<file path="src/rtl/riscv_pkg.sv">
// riscv_pkg: shared core constants and the prefetch queue entry type
package riscv_pkg;
   localparam int XLEN = 32;
   localparam logic [XLEN-1:0] NOP_INSN = 32'h00000013;
   localparam logic [XLEN-1:0] RESET_PC_DEFAULT = 32'h00000000;
   typedef struct packed {
      logic [XLEN-1:0] pc;
      logic [XLEN-1:0] ins;
   } fetch_entry_t;
endpackage

</file>
<file path="src/rtl/fetch_fifo.sv">
// fetch_fifo: synchronous FIFO with flush and occupancy count
module fetch_fifo #(
   parameter int W = 64,
   parameter int D = 4
) (
   input  logic                 clk,
   input  logic                 rst_n,
   input  logic                 push,
   input  logic [W-1:0]         din,
   input  logic                 pop,
   input  logic                 flush,
   output logic [W-1:0]         dout,
   output logic                 full,
   output logic                 empty,
   output logic [$clog2(D+1)-1:0] count
);
   localparam int AW = D > 1 ? $clog2(D) : 1;
   localparam int CW = $clog2(D + 1);
   logic [W-1:0] mem [D];
   logic [AW-1:0] wr_ptr, rd_ptr;
   logic do_pop;
   // explicit wrap so non-power-of-two depths work
   function automatic logic [AW-1:0] inc(input logic [AW-1:0] p);
      return (32'(p) == D - 1) ? '0 : p + AW'(1);
   endfunction
   assign empty = count == '0;
   assign full = 32'(count) == D;
   assign do_pop = pop && !empty;
   assign dout = mem[rd_ptr];
   always_ff @(posedge clk)
      if (push) mem[wr_ptr] <= din;
   always_ff @(posedge clk or negedge rst_n)
      if (!rst_n) begin
         wr_ptr <= '0;
         rd_ptr <= '0;
         count <= '0;
      end else if (flush) begin
         wr_ptr <= '0;
         rd_ptr <= '0;
         count <= '0;
      end else begin
         if (push) wr_ptr <= inc(wr_ptr);
         if (do_pop) rd_ptr <= inc(rd_ptr);
         count <= count + CW'(push) - CW'(do_pop);
      end
endmodule

</file>
<file path="src/rtl/fetch_unit.sv">
// fetch_unit: decoupled instruction fetch with credit-limited imem requests,
// prefetch queue, and redirect flush that drops in-flight responses
module fetch_unit
   import riscv_pkg::*;
#(
   parameter logic [XLEN-1:0] RESET_PC = RESET_PC_DEFAULT,
   parameter int DEPTH = 4,
   parameter int MAX_OUT = 2
) (
   input  logic            clk,
   input  logic            rst_n,
   input  logic            redirect,
   input  logic [XLEN-1:0] redirect_pc,
   output logic            imem_req,
   output logic [XLEN-1:0] imem_addr,
   input  logic            imem_gnt,
   input  logic            imem_rvalid,
   input  logic [XLEN-1:0] imem_rdata,
   output logic            out_valid,
   input  logic            out_ready,
   output logic [XLEN-1:0] out_pc,
   output logic [XLEN-1:0] out_ins
);
   localparam int QCW = $clog2(DEPTH + 1);
   localparam int OW = $clog2(MAX_OUT + 1);
   fetch_entry_t head;
   logic [XLEN-1:0] fetch_pc, tag_pc;
   logic [QCW-1:0] q_count;
   logic [OW-1:0] outstanding, outstanding_nxt, drop;
   logic q_full, q_empty, tag_full, tag_empty, grant, push, pop;
   // queue slots plus in-flight requests never exceed DEPTH, so a push always fits
   assign imem_req = rst_n && !redirect && 32'(q_count) + 32'(outstanding) < DEPTH
                     && 32'(outstanding) < MAX_OUT;
   assign imem_addr = fetch_pc;
   assign grant = imem_req && imem_gnt;
   assign push = imem_rvalid && drop == '0 && !redirect;
   assign pop = out_valid && out_ready;
   assign outstanding_nxt = outstanding + OW'(grant) - OW'(imem_rvalid);
   assign out_valid = !q_empty;
   assign out_pc = out_valid ? head.pc : '0;
   assign out_ins = out_valid ? head.ins : NOP_INSN;
   always_ff @(posedge clk or negedge rst_n)
      if (!rst_n) begin
         fetch_pc <= RESET_PC;
         drop <= '0;
      end else if (redirect) begin
         fetch_pc <= redirect_pc & ~XLEN'(3);
         drop <= outstanding_nxt;
      end else begin
         if (grant) fetch_pc <= fetch_pc + XLEN'(4);
         if (imem_rvalid && drop != '0) drop <= drop - OW'(1);
      end
   fetch_fifo #(.W($bits(fetch_entry_t)), .D(DEPTH)) u_queue (
      .clk(clk), .rst_n(rst_n), .push(push), .din({tag_pc, imem_rdata}), .pop(pop),
      .flush(redirect), .dout(head), .full(q_full), .empty(q_empty), .count(q_count)
   );
   // tags are never flushed: dropped responses still retire their own tag
   fetch_fifo #(.W(XLEN), .D(MAX_OUT)) u_tags (
      .clk(clk), .rst_n(rst_n), .push(grant), .din(fetch_pc), .pop(imem_rvalid),
      .flush(1'b0), .dout(tag_pc), .full(tag_full), .empty(tag_empty), .count(outstanding)
   );
   a_no_overflow: assert property (@(posedge clk) disable iff (!rst_n) push |-> (!q_full || pop));
   a_tag_room: assert property (@(posedge clk) disable iff (!rst_n) grant |-> !tag_full);
   a_tag_avail: assert property (@(posedge clk) disable iff (!rst_n) imem_rvalid |-> !tag_empty);
endmodule

</file>
<file path="config.mk">
export PLATFORM = sky130hd
export DESIGN_NAME = fetch_unit
export DESIGN_NICKNAME = d
export VERILOG_FILES = /design/src/rtl/riscv_pkg.sv /design/src/rtl/fetch_fifo.sv /design/src/rtl/fetch_unit.sv
export SDC_FILE = /design/constraint.sdc
export NUM_CORES = 1
export LEC_CHECK = 0
export CORE_MARGIN = 3
export CORE_UTILIZATION = 55
export CTS_BUF_LIST = sky130_fd_sc_hd__clkbuf_16
export CTS_CLUSTER_DIAMETER = 100
export DETAILED_ROUTE_END_ITERATION = 8
export GPL_TIMING_DRIVEN = 1
export PLACE_DENSITY = 0.78
export SLEW_MARGIN = 5
export SYNTH_ARGS = -nofsm -noshare
export SYNTH_HDL_FRONTEND = slang
export SYNTH_HIERARCHICAL = 1
export SYNTH_SLANG_ARGS = --single-unit
</file>
<file path="constraint.sdc">
create_clock -name clk -period 7.05 [get_ports clk]
set_input_delay 1.41 -clock clk [delete_from_list [all_inputs] [get_ports clk]]
set_output_delay 1.41 -clock clk [all_outputs]
set_load 0.02 [all_outputs]
</file>
==> flow_metrics.tcl <==
set metrics [dict create \
    outcome "complete, no violations" \
    floorplan.core_area_um2 26200 \
    post_route_cells_drive_above_1_share_pct 18.3 \
    cp.required_ns 5.64 \
    postLayoutCellArea_um2 17800 \
    max-cap-violations 0 \
    finalCriticalPeriod_ns 4.82 \
    grt_antenna_before_repair 0 \
    boundaryPins 168 \
    grt_pass1_vias 7875 \
    power.net_switching_mw 1.33 \
    grt_start_max_net_pins 67 \
    rsz_0062_raised_after_global_routing "no" \
    initial_cell_density_of_the_core_pct 56.2 \
    num_vias 7572 \
    worst_setup_path_end_kind "output pin" \
    place_worst_setup_slack_ns 2.04 \
    worst_skew_late_latency_ns 0.51 \
    holdCritPathClass "flop to flop" \
    global_route.overflow_total 0 \
    path_cells "buf_4 -> mux4_2 -> nor2b_1 -> clkdlybuf4s50_1" \
    antenna_violating_nets_post_route 0 \
    detailed_placement_hpwl_um 15400 \
    critical_path.startpoint "u_queue/rd_ptr[0]$_DFFE_PN0P_" \
    power.density_nw_per_um2 301 \
    avgSynthCellArea_um2 18.5 \
    power.sequential.fraction_pct 48.0 \
    totalNegativeSetupSlack_ns 0 \
    htree_levels 2 \
    fillerInstances 1744 \
    slew_headroom_pct 25.7 \
    syn2layout_area_growth_pct 20.8 \
    die_w_um 170 \
    crit_path_max_fanout 51 \
    floorplan.die_area_um2 28800 \
    timing.setup.critical_path_class "flop to output pin" \
    multiInputGateArea_um2 3740 \
    detail_route.iter0.violations 534 \
    finClkSkew_ns 0.00979 \
    critical-path-max-stage-delay_ns 1.10 \
    r2r_setup_slk_ns 3.61 \
    post_cts_hold_buffer_count 0 \
    layout.nets 1059 \
    final.setup.worst_slack_ns 2.23 \
    final_core_utilization_pct 67.9 \
    power.share.clock_pct 35.0 \
    cts.repair_timing.setup_buffer_count 0 \
    critPathArrivalTime_ns 3.41 \
    wl_um 27000 \
    first_pass_grt_wire_length_um 43000 \
    gp_congestion 0.777 \
    timing.final.crit_share_pct 68.4 \
    peak_supply_drop_v 0.000180 \
    place_area_um2 16600 \
    critical_path.endpoint "out_ins[18]" \
    logic_pwr_share_pct 17.0 \
    setup_failing_eps_final 0 \
    grt_util_all_layers_pct 19.1 \
    internal_power_mw 4.02 \
    count_of_input_and_output_buffers 163 \
    drt_pre_antenna_iters 5 \
    syn_area_um2 14700 \
    depth_of_the_worst_register_to_register_path 5 \
    cts.reportedPaths.clkPinSlew_ns 0.06 \
    drcViolationCount 0 \
    worst_path_max_delay_cell "dfrtp_4" \
    max_slew.worst_pin.slew_ns 1.11 \
    reg2reg_to "u_tags/mem[0][0]$_DFFE_PP_" \
    finalHoldViolCount 0 \
    drv_slew 0 \
    dp_cells 1270 \
    fmax_mhz 207 \
    route.detailed.wl_per_inst_um 20.2 \
    yosys_warnings 6 \
    cts_resized 0 \
    power.static_leakage_nw 5.89 \
    netlist_instances 795 \
    critical_path.reg2reg.startpoint "u_queue/count[1]$_DFF_PN0_" \
    die_h_um 170 \
    clockRootBuffer "clkbuf_16" \
    std_cell_rows 59 \
    tritoncts_clock_tree "yes" \
    numClockSinks 363 \
    cts_buffers 38 \
    antennaDiodeCount 0 \
    sw_frac_of_total_pct 24.8 \
    fin_cells 1338 \
    post_drt_via_cell_ratio 5.66 \
    start_kind "flop" \
    cts_buffer_depth 3 \
    regArea_um2 10700 \
]
[worst min path at each step]
stage	from	cells after the start	slack [ns]	endpoint
finish	imem_addr[31]$_DFFE_PN0P_	0	0.57	u_tags/mem[1][31]$_DFFE_PP_
CTS	imem_addr[31]$_DFFE_PN0P_	0	0.56	u_tags/mem[1][31]$_DFFE_PP_
detailed placement	imem_addr[31]$_DFFE_PN0P_	0	0.55	u_tags/mem[0][31]$_DFFE_PP_
floorplan	u_tags/wr_ptr$_DFFE_PN0P_	2	0.52	u_tags/wr_ptr$_DFFE_PN0P_
global route	imem_addr[31]$_DFFE_PN0P_	0	0.58	u_tags/mem[1][31]$_DFFE_PP_
global placement	imem_addr[31]$_DFFE_PN0P_	0	0.54	u_tags/mem[1][31]$_DFFE_PP_
[power by group through the flow]
stage	clock (mW)	combinational, mW	sequential, mW
finish	1.88	0.909	2.57
CTS	1.92	0.925	2.57
global route	2.01	0.985	2.58
global placement	0	0.909	2.61
detailed placement	0	0.922	2.61
floorplan	0	0.534	2.60
[layout by cell type, fill, tap and decap left out, types with 21 or more instances in the layout]
| master | count |
|---|---|
| o21ai_0 | 21 |
| mux2_2 | 33 |
| nor2_1 | 22 |
| mux4_2 | 64 |
| edfxtp_1 | 320 |
| nand2_1 | 36 |
| nor2b_1 | 67 |
| inv_1 | 28 |
| clkbuf_16 | 41 |
| clkdlybuf4s50_1 | 162 |
| dfrtp_1 | 41 |
[registers in the layout, summed over array words and instances, names as in the netlist]
register and flops:
drop 2, imem_addr 30, u_queue/count 3, u_queue/mem 256, u_queue/rd_ptr 2, u_queue/wr_ptr 2, u_tags/count 2, u_tags/mem 64
u_tags/rd_ptr 1, u_tags/wr_ptr 1
[routing by layer]
metal	track usage, %	part of all wire (%)
met5	0	0
met4	4.27	1.4
met3	3.54	5.1
met2	31.4	49
met1	27.2	45
[per-stage QoR]
step                      hold WS [ns]  power [mW]
after global routing             0.582        5.57
after detailed placement         0.545        3.53
after floorplan                  0.516        3.14
after CTS                        0.563        5.41
final                            0.570        5.35
after global placement           0.537        3.51
[worst max-delay path: cells and delay by family, from the launching register on]
family        cells  cell delay (ns)
mux               1             0.56
flops             1             1.10
simple gates      1             0.15
buf+inv           2             1.05
[layout make-up]
class	instances	area share [%]
clock buffer	41	5.77
clock inverter	27	0.957
inverter	17	0.366
multi-input combinational	386	21.0
sequential	363	60.1
tap	335	2.36
timing repair buffer	169	9.40
No activity file was read; power rests on OpenSTA's default activity.
